$ cat src/rtl/pdm_decimator.sv
// PDM-to-PCM receive path: 3rd-order CIC decimator (R = 2**LOG2_DECIM), output saturation,
// warm-up suppression. Define PDM_DEC_SYNC_EN to add a 2-flop input synchronizer.
module pdm_decimator #(
    parameter int unsigned N          = 12,
    parameter int unsigned LOG2_DECIM = 5
) (
    input  logic         clk,
    input  logic         rst_n,
    input  logic         pdm_in,
    input  logic         pdm_ce,
    output logic [N:0]   pcm_out,
    output logic         pcm_valid
);

    localparam int unsigned W   = 3 * LOG2_DECIM + 1;
    localparam int unsigned Msb = 3 * LOG2_DECIM;

    localparam logic [LOG2_DECIM-1:0] CntOne = LOG2_DECIM'(1);
    localparam logic [LOG2_DECIM-1:0] CntMax = '1;
    localparam logic [1:0]            WarmDone = 2'd2;

    logic bit_s;
    logic ce_s;

`ifdef PDM_DEC_SYNC_EN
    logic [1:0] bit_sync_q;
    logic [1:0] ce_sync_q;

    // Enable rides the same two flops as the data bit to keep them aligned.
    always_ff @(posedge clk) begin
        if (!rst_n) begin
            bit_sync_q <= 2'b00;
            ce_sync_q  <= 2'b00;
        end else begin
            bit_sync_q <= {bit_sync_q[0], pdm_in};
            ce_sync_q  <= {ce_sync_q[0], pdm_ce};
        end
    end

    assign bit_s = bit_sync_q[1];
    assign ce_s  = ce_sync_q[1];
`else
    assign bit_s = pdm_in;
    assign ce_s  = pdm_ce;
`endif

    logic [W-1:0]          i1_q, i1_d;
    logic [W-1:0]          i2_q, i2_d;
    logic [W-1:0]          i3_q, i3_d;
    logic [W-1:0]          d1_q, d2_q, d3_q;
    logic [W-1:0]          c1, c2, c3;
    logic [LOG2_DECIM-1:0] cnt_q, cnt_d;
    logic                  dec_q, dec_d;
    logic [1:0]            warm_q;
    logic [N:0]            pcm_q, sample;
    logic                  valid_q;
    logic [W-1:0]          x;
    logic                  unused_c3;

    assign x = {{(W-1){1'b0}}, bit_s};

    always_comb begin
        i1_d  = i1_q + x;
        i2_d  = i2_q + i1_d;
        i3_d  = i3_q + i2_d;
        cnt_d = cnt_q + CntOne;
        dec_d = ce_s && (cnt_q == CntMax);
    end

    // Comb section works on the integrator state latched at the decimation edge, so the
    // integrators may keep absorbing bits on the same clock.
    always_comb begin
        c1 = i3_q - d1_q;
        c2 = c1 - d2_q;
        c3 = c2 - d3_q;
        if (c3[Msb]) begin
            sample = '1;
        end else begin
            sample = c3[Msb-1 -: N+1];
        end
    end

    assign unused_c3 = ^c3;

    always_ff @(posedge clk) begin
        if (!rst_n) begin
            i1_q    <= '0;
            i2_q    <= '0;
            i3_q    <= '0;
            d1_q    <= '0;
            d2_q    <= '0;
            d3_q    <= '0;
            cnt_q   <= '0;
            dec_q   <= 1'b0;
            warm_q  <= 2'd0;
            pcm_q   <= '0;
            valid_q <= 1'b0;
        end else begin
            if (ce_s) begin
                i1_q  <= i1_d;
                i2_q  <= i2_d;
                i3_q  <= i3_d;
                cnt_q <= cnt_d;
            end
            dec_q   <= dec_d;
            valid_q <= dec_q && (warm_q == WarmDone);
            if (dec_q) begin
                d1_q  <= i3_q;
                d2_q  <= c1;
                d3_q  <= c2;
                pcm_q <= sample;
                if (warm_q != WarmDone) begin
                    warm_q <= warm_q + 2'd1;
                end
            end
        end
    end

    assign pcm_out   = pcm_q;
    assign pcm_valid = valid_q;

endmodule

$ cat config.mk
export PLATFORM = sky130hd
export DESIGN_NAME = pdm_decimator
export DESIGN_NICKNAME = d
export VERILOG_FILES = /design/src/rtl/pdm_decimator.sv
export SDC_FILE = /design/constraint.sdc
export NUM_CORES = 1
export LEC_CHECK = 0
export CORE_UTILIZATION = 30
export CTS_CLUSTER_DIAMETER = 40
export DETAILED_ROUTE_END_ITERATION = 12
export PLACE_DENSITY = 0.5
export SLEW_MARGIN = 20
export SYNTH_ARGS = -nofsm -noshare
export SYNTH_HDL_FRONTEND = slang
export SYNTH_SLANG_ARGS = --single-unit
$ cat constraint.sdc
create_clock -name clk -period 6.5 [get_ports clk]
set_input_delay 1.3 -clock clk [delete_from_list [all_inputs] [get_ports clk]]
set_output_delay 1.3 -clock clk [all_outputs]
set_load 0.005 [all_outputs]
## Word level (Yosys, flattened, before mapping)

Index checks and enable logic that the tools add are counted.

- Muxes and demuxes: 1
- Eq/ne operators: 3
- Reduce and logical (&&, ||, !) cells: 3
- $add $sub $neg: 8

Operator list:

| operator | count |
|---|---|
| $sub 16x16->16 | 3 |
| $add 16x16->16 | 2 |
| $add 16x1->16 | 1 |
| $mux 13 | 1 |
| $add 5x1->5 const B | 1 |
| $eq 5x5->1 const B | 1 |
| $add 2x1->2 const B | 1 |
| $eq 2x2->1 const B | 1 |
| $logic_and 1x1->1 | 2 |
| $ne 2x2->1 const B | 1 |
| $reduce_and 2->1 | 1 |

- Input port bits: 4
- Bits in registers: 118
- Output and inout bits: 14
- Word-level logic and storage cells: 26

## Depth between registers and ports, before layout

Gate-level depths: netlist (run 1).

- Word-level depth: 4
- Mapped depth: 27
- Mapped depth without buffers: 26

## Worst setup path before layout (run 1)

OpenSTA, ideal clock, no wires.

- Kind: in2reg
- Start: input port pdm_in
- End: register i3_q[15]
- Data arrival time: 5.306 ns
- Setup time: 0.072 ns
- Setup slack: 1.123 ns
- Data required time: 6.428 ns
- Buffers on the path: 1
- Cell stages on the path: 20
- Path through: ha_1 ha_1 and3_1 and3_1 and3_1 and3_1 clkbuf_1 xor2_1 ha_1 or3_1 nor3_1 o21ai_0 nor2b_1 ha_1 and2_1 a22o_1 a311oi_1 or3b_2 mux2i_1 mux2i_1

- Longest elaborated chain between the ends: 3

RTL lines:

| element | line | RTL |
|---|---|---|
| start: declaration | 9 | `input logic pdm_in,` |
| $add 16x1->16 | 63 | `i1_d = i1_q + x;` |
| net i1_d[10] | 47 | `logic [W-1:0] i1_q, i1_d;` |
| $add 16x16->16 | 64 | `i2_d = i2_q + i1_d;` |
| net i2_d[12] | 48 | `logic [W-1:0] i2_q, i2_d;` |
| $add 16x16->16 | 65 | `i3_d = i3_q + i2_d;` |
| end signal: assignment | 102 | `i3_q <= i3_d;` |
| end: declaration | 49 | `logic [W-1:0] i3_q, i3_d;` |

The timed path passes the listed nets, and every way through them passes these cells.
A chain may end at the register's enable or synchronous reset.

## Worst setup path after layout (run 1)

- Start: register i3_q[0]
- End: register pcm_q[1] (netlist: pcm_out[1])

- Longest elaborated chain between the ends: 4

RTL lines:

| element | line | RTL |
|---|---|---|
| $sub 16x16->16 | 73 | `c1 = i3_q - d1_q;` |
| net c1[8] | 51 | `logic [W-1:0] c1, c2, c3;` |
| $sub 16x16->16 | 74 | `c2 = c1 - d2_q;` |
| net c2[11] | 51 |  |
| $sub 16x16->16 | 75 | `c3 = c2 - d3_q;` |
| $mux 13 | 76 | `if (c3[Msb]) begin` |
| end signal: assignment | 111 | `pcm_q <= sample;` |
| end: declaration | 55 | `logic [N:0] pcm_q, sample;` |

The timed path passes the listed nets, and every way through them passes these cells.

==> results of run 1 <==
## power breakdown
part	switching [mW]	internal [mW]	total [mW]
Sequential	0.00603	0.732	0.738
Combinational	0.515	0.381	0.896
Clock	0.341	0.597	0.938
## worst max path at each step
| stage | start | to | slack, ns | cells past startpoint |
|---|---|---|---|---|
| 2_1_floorplan | pdm_in | i3_q[15] | 1.12 | 20 |
| 3_3_place_gp | pdm_in | i3_q[15] | 0.54 | 20 |
| 3_5_place_dp | pdm_in | i3_q[15] | 0.43 | 20 |
| 4_1_cts | i3_q[0] | pcm_out[1] | 0.65 | 26 |
| 5_1_grt | i3_q[0] | pcm_out[12] | 0.09 | 26 |
| 6_report | i3_q[0] | pcm_out[1] | 0.72 | 26 |
## cells in the final DEF, fill, tap and decap left out, types with 6 or more instances in the layout
cell             count
clkdlybuf4s50_1     16
xor2_1              36
a21boi_0             6
clkinv_2             6
nand2_1             51
nand3b_1             6
nor2_1             135
clkbuf_16           17
o211ai_1             7
or3_1                7
o21ai_0             35
o221a_1             10
a21oi_1             38
nand3_1             17
xnor2_1             46
dfxtp_1            117
o21a_1              18
a21o_1              15
buf_4                6
nor2b_1             13
mux2i_1             66
nand4_1              8
nor3_1              21
a211oi_1            13
and3_1              18
ha_1                79
inv_1               64
## registers in the layout, indices dropped and copies added, names as in the netlist
register	flops
warm_q	2
d1_q	16
d2_q	16
pcm_valid	1
d3_q	16
i3_q	16
dec_q	1
i2_q	16
cnt_q	5
pcm_out	13
i1_q	16
## metrics by stage
step / setup slack (ns) / util, % / area [um^2]
global placement: 0.536 / 32.3 / 8380
global route: 0.0935 / 34.6 / 8970
CTS: 0.651 / 34.6 / 8970
detailed placement: 0.432 / 32.3 / 8380
floorplan: 1.12 / - / 7900
finish: 0.724 / 34.6 / 8970
## synth_stat cells, drive strengths merged (3+ instances only)
master	n	area, um^2
a211o	4	35.0
a211oi	13	97.6
a21boi	6	45.0
a21o	15	113
a21oi	38	190
a311oi	3	26.3
a31oi	3	18.8
a41oi	3	26.3
and2	4	25.0
and3	18	113
buf	12	53.8
clkbuf	25	93.8
dfxtp	118	2360
fa	4	80.1
ha	79	988
inv	64	240
mux2i	66	661
nand2	51	191
nand2b	4	25.0
nand3	17	85.1
nand3b	6	45.0
nand4	8	50.1
nor2	135	507
nor2b	13	81.3
nor3	21	105
o211ai	8	65.1
o21a	18	135
o21ai	36	180
o221a	13	146
o31a	3	27.5
or3	7	43.8
xnor2	46	403
xor2	37	332
## worst max-delay path, cell delays in order, from the launching register on
cell and delay, ns:
dfxtp_1 0.32, inv_1 0.04, ha_1 0.21, fa_1 0.40, nor2b_1 0.12, o21ai_0 0.10
a21boi_0 0.24, o21ai_0 0.14, a21oi_1 0.23, nor2_1 0.10, xnor2_1 0.22, ha_1 0.33
a21o_1 0.20, a21o_1 0.22, a21oi_1 0.17, o31a_1 0.24, nor2b_1 0.18, xnor2_1 0.16
ha_1 0.30, or2_2 0.28, a21oi_1 0.15, a31oi_1 0.07, and2_1 0.21, o21a_1 0.18
nor2_1 0.11, xnor3_1 0.42, o221a_2 0.32
## area by class of cell
class                           count  area [um^2]
Fill cell                        2673        16900
Multi-Input combinational cell    709         5140
Sequential cell                   118         2370
Clock buffer                       17          425
Tap cell                          335          419
Inverter                           65          244
Timing Repair Buffer               23          210
Clock inverter                     14          160
## layer usage
metal	vias up	wire, um	global-route usage (%)
met4	0	144	4.08
met3	10	330	2.65
li1	3266	-	-
met5	-	0	0
met2	45	6500	19.5
met1	2588	7880	15.6
## kinds of logic after synthesis
group | synth area share (%)
xor+xnor | 9.59
buf+inv | 4.96
simple gates | 17.0
compound gates | 16.6
fa+ha+maj | 13.5
mux | 8.37
flops | 29.9
==> results_dict.tcl, run 1 <==
set metrics [dict create \
    timing.rr.start "i3_q[0]" \
    dieArea_um2 27000 \
    slew_violations 0 \
    worstHoldPathCells 2 \
    worstHoldEndpoint "d3_q[8]" \
    htreeDepth 4 \
    hold_start "d3_q[8]" \
    syn_inst 929 \
    cp-start-kind "flop" \
    maxCapViolCount 0 \
    synth_fp_nets 1016 \
    crit_type "reg2reg" \
    status "complete, no violations" \
    drt-pass1-iter-count 4 \
    clock_path_buffers 2 \
    post-route-min-period_ns 5.78 \
    r2r-end "pcm_out[1]" \
    cts_root_buf "clkbuf_16" \
    hold_viol 0 \
    vias 5909 \
    fin_nets 1021 \
    worstMarginPinSlew_ns 0.730 \
    dp_hpwl_um 10600 \
    synth_warnings 0 \
    cts.hold.buffers_added 0 \
    synth_cell_types 68 \
    numCtsBuffers 17 \
    syn-cell-area_um2 7900 \
    gr-total-overflow 0 \
    grt_pass1_wl_um 26300 \
    rsz0062_at_grt "false" \
    drive_gt1_share_pct 5.60 \
    stdcell_count 1281 \
    ys_seq_area_share_pct 29.9 \
    synthToLayoutAreaGrowth_pct 13.6 \
    finalCritPeriodShare_pct 88.9 \
    p_per_area_nw_per_um2 287 \
    post_drt_wl_per_cell_um 11.6 \
    final.setup.tns_ns 0 \
    die_w_um 164 \
    synth-async-reset-ratio_pct 0 \
    fmax_mhz 173 \
    synth-edff-count 0 \
    clk_pin_slew_ns 0.06 \
    reg2reg_depth 26 \
    initial_utilization_pct 30.5 \
    r2r_slack_ns 0.72 \
    critPathRequiredTime_ns 6.80 \
    gp_congestion 0.758 \
    ant_nets 0 \
    finalClockSkew_ns 0.00846 \
    port_buffers 17 \
    drtIter0Drc 226 \
    row_count 59 \
    post_cts_buffers 0 \
    relSlewSlack_pct 51.3 \
    die_y_um 164 \
    post_cts_resized 0 \
    ios 18 \
    finalPower_mw 2.57 \
    p_leak_nw 3.70 \
    coreArea_um2 25900 \
    n_antenna_cell 0 \
    arrival_ns 6.08 \
    endpoint_kind "flop" \
    vdd_drop_max_uv 148 \
    setup_viol 0 \
    cts_tree "done" \
    avgSynthCellArea_um2 8.50 \
    hold_ws_ns 0.468 \
    grt.total_usage_pct 12.0 \
    ys_ff_latch 118 \
    worstPathMaxFanout 13 \
    numClockSinks 118 \
    grt_pass1_vias 5692 \
    drt_wl_total_um 14900 \
    remaining_drc_errors 0 \
    dp.cells 1250 \
    vias_per_cell 4.61 \
    clk_latency_ns 0.41 \
    antenna_found_initial 0 \
    grt_max_degree 68 \
    synth-main-ff-cell "dfxtp_1" \
    hold_class "reg2reg" \
]
No activity file was read; power rests on OpenSTA's default activity.
==> run 2: changes to the inputs <==
--- a/config.mk
+++ b/config.mk
@@ -5,6 +5,7 @@
 export SDC_FILE = /design/constraint.sdc
 export NUM_CORES = 1
 export LEC_CHECK = 0
+export ABC_AREA = 0
 export CORE_UTILIZATION = 30
 export CTS_CLUSTER_DIAMETER = 40
 export DETAILED_ROUTE_END_ITERATION = 12
==> results of run 2 <==
No change in the layout: final DEF, timing and power equal those of run 1.
==> run 3: changes to the inputs <==
--- a/config.mk
+++ b/config.mk
@@ -6,10 +6,12 @@
 export NUM_CORES = 1
 export LEC_CHECK = 0
 export ABC_AREA = 0
-export CORE_UTILIZATION = 30
+export CORE_UTILIZATION = 63
 export CTS_CLUSTER_DIAMETER = 40
 export DETAILED_ROUTE_END_ITERATION = 12
-export PLACE_DENSITY = 0.5
+export PLACE_DENSITY = 0.87
+export REMOVE_ABC_BUFFERS = 1
+export SETUP_SLACK_MARGIN = 0.5
 export SLEW_MARGIN = 20
 export SYNTH_ARGS = -nofsm -noshare
 export SYNTH_HDL_FRONTEND = slang
==> results_dict.tcl, run 3 (synthesis gave the netlist of run 1 again) <==
set metrics [dict create \
    finalClockSkew_ns 0.0103 \
    rsz0062_at_grt "false" \
    slowest_stage "fa_1" \
    grt_pass1_wl_um 25900 \
    dp_hpwl_um 9910 \
    fin_nets 1023 \
    initial_utilization_pct 65.2 \
    vias 6354 \
    place_area_um2 8160 \
    grt.total_usage_pct 24.4 \
    drive_gt1_share_pct 6.22 \
    final_cell_mix "134 x nor2_1, 115 x dfxtp_1, 79 x ha_1, 66 x mux2i_1, 64 x inv_1" \
    final_common_cell "nor2_1" \
    endpoint_kind "flop" \
    busiest_layer "met2" \
    use_met2_pct 46.1 \
    ant_nets 0 \
    port_buffers 17 \
    worstMarginPinSlew_ns 1.04 \
    final_area_um2 8910 \
    vias_per_cell 5.69 \
    intPower_mw 1.91 \
    worst_path_largest_cell_delay_ns 0.40 \
    cts.hold.buffers_added 0 \
    critPathRequiredTime_ns 6.80 \
    use_met3_pct 6.22 \
    drtIter0Drc 364 \
    post-route-min-period_ns 5.75 \
    vdd_drop_max_uv 247 \
    fmax_mhz 174 \
    path_common_cell "ha_1" \
    dieArea_um2 13000 \
    p_comb_share_pct 34.6 \
    coreArea_um2 12100 \
    arrival_ns 6.05 \
    drt-pass1-iter-count 5 \
    cts_tree "done" \
    gr-total-overflow 0 \
    relSlewSlack_pct 30.5 \
    remaining_drc_errors 0 \
    antenna_found_initial 0 \
    final.setup.tns_ns 0 \
    slew_violations 0 \
    setup_viol 0 \
    r2r_slack_ns 0.75 \
    status "complete, no violations" \
    finalCritPeriodShare_pct 88.5 \
    hold_ws_ns 0.463 \
    numCtsBuffers 17 \
    drt_wl_total_um 15200 \
    grt.met1_usage_pct 25.9 \
    clk_pin_slew_ns 0.05 \
    cp-start-kind "flop" \
    row_count 40 \
    hold_viol 0 \
    grt_max_degree 84 \
    ios 18 \
    hold_class "reg2reg" \
    htreeDepth 4 \
    cts_root_buf "clkbuf_16" \
    die_y_um 114 \
    grt_pass1_vias 6059 \
    p_per_area_nw_per_um2 316 \
    synthToLayoutAreaGrowth_pct 12.9 \
    n_antenna_cell 0 \
    clock_path_buffers 2 \
    switching_share_pct 32.1 \
    die_w_um 114 \
    crit_type "reg2reg" \
    clk_latency_ns 0.42 \
    numClockSinks 118 \
    clkPwrFrac_pct 39.0 \
    post_drt_wl_per_cell_um 13.7 \
    p_seq_share_pct 26.4 \
    maxCapViolCount 0 \
    p_leak_nw 3.76 \
    worstPathMaxFanout 7 \
    p_switching_mw 0.903 \
    gp_congestion 0.798 \
]
==> run 3: area by class of cell <==
cell class,instances,area [um^2]
multi-input combinational,710,5180
fill,894,3200
sequential,118,2370
clock buffer,19,443
clock inverter,12,249
inverter,65,244
timing repair buffer,24,218
tap,168,210
==> run 3: worst max-delay path: cells and delay by family (launching register included) <==
family                     cells  cell delay, ns
and+or+nand+nor                6            1.05
xor gates and xnor gates       3            0.77
AOI/OAI and AO/OA             12            2.13
DFF                            1            0.36
buffers and inverters          1            0.05
adders and majority gates      4            1.24
==> run 3: routing by layer <==
layer	vias to the layer above	share of wire [%]
li1	3282	-
met1	2954	44
met2	97	51
met3	21	2.8
met4	0	1.6
met5	-	0
==> run 3: what timing repair did <==
item | 4_1_cts | 5_1_grt
buffers inserted | 0 | 2
setup endpoints to repair | 0 | 14
resized for setup | 0 | 7
==> run 3: metrics by stage <==
| step | power [mW] | utilization [%] | cells | setup slack, ns |
|---|---|---|---|---|
| floorplan | 1.47 | - | 892 | 1.20 |
| global placement | 1.61 | 67.4 | 1082 | 0.607 |
| detailed placement | 1.64 | 67.4 | 1082 | 0.421 |
| CTS | 2.76 | 73.1 | 1113 | 0.603 |
| global route | 2.96 | 73.6 | 1116 | 0.446 |
| finish | 2.81 | 73.6 | 1116 | 0.750 |
==> run 3: power groups by stage <==
stage / logic (mW) / clock network (mW) / registers (mW)
3_3_place_gp: 0.856 / 0 / 0.756
2_1_floorplan: 0.720 / 0 / 0.754
6_report: 0.973 / 1.10 / 0.742
3_5_place_dp: 0.885 / 0 / 0.757
5_1_grt: 1.06 / 1.15 / 0.744
4_1_cts: 0.905 / 1.11 / 0.741
==> run 3: final timing paths <==
check,from,endpoint,depth (start not counted)
max,i3_q[0],pcm_out[9],26
min,d3_q[8],d3_q[8],2
max reg2reg,i3_q[0],pcm_out[9],26
min reg2reg,d3_q[8],d3_q[8],2
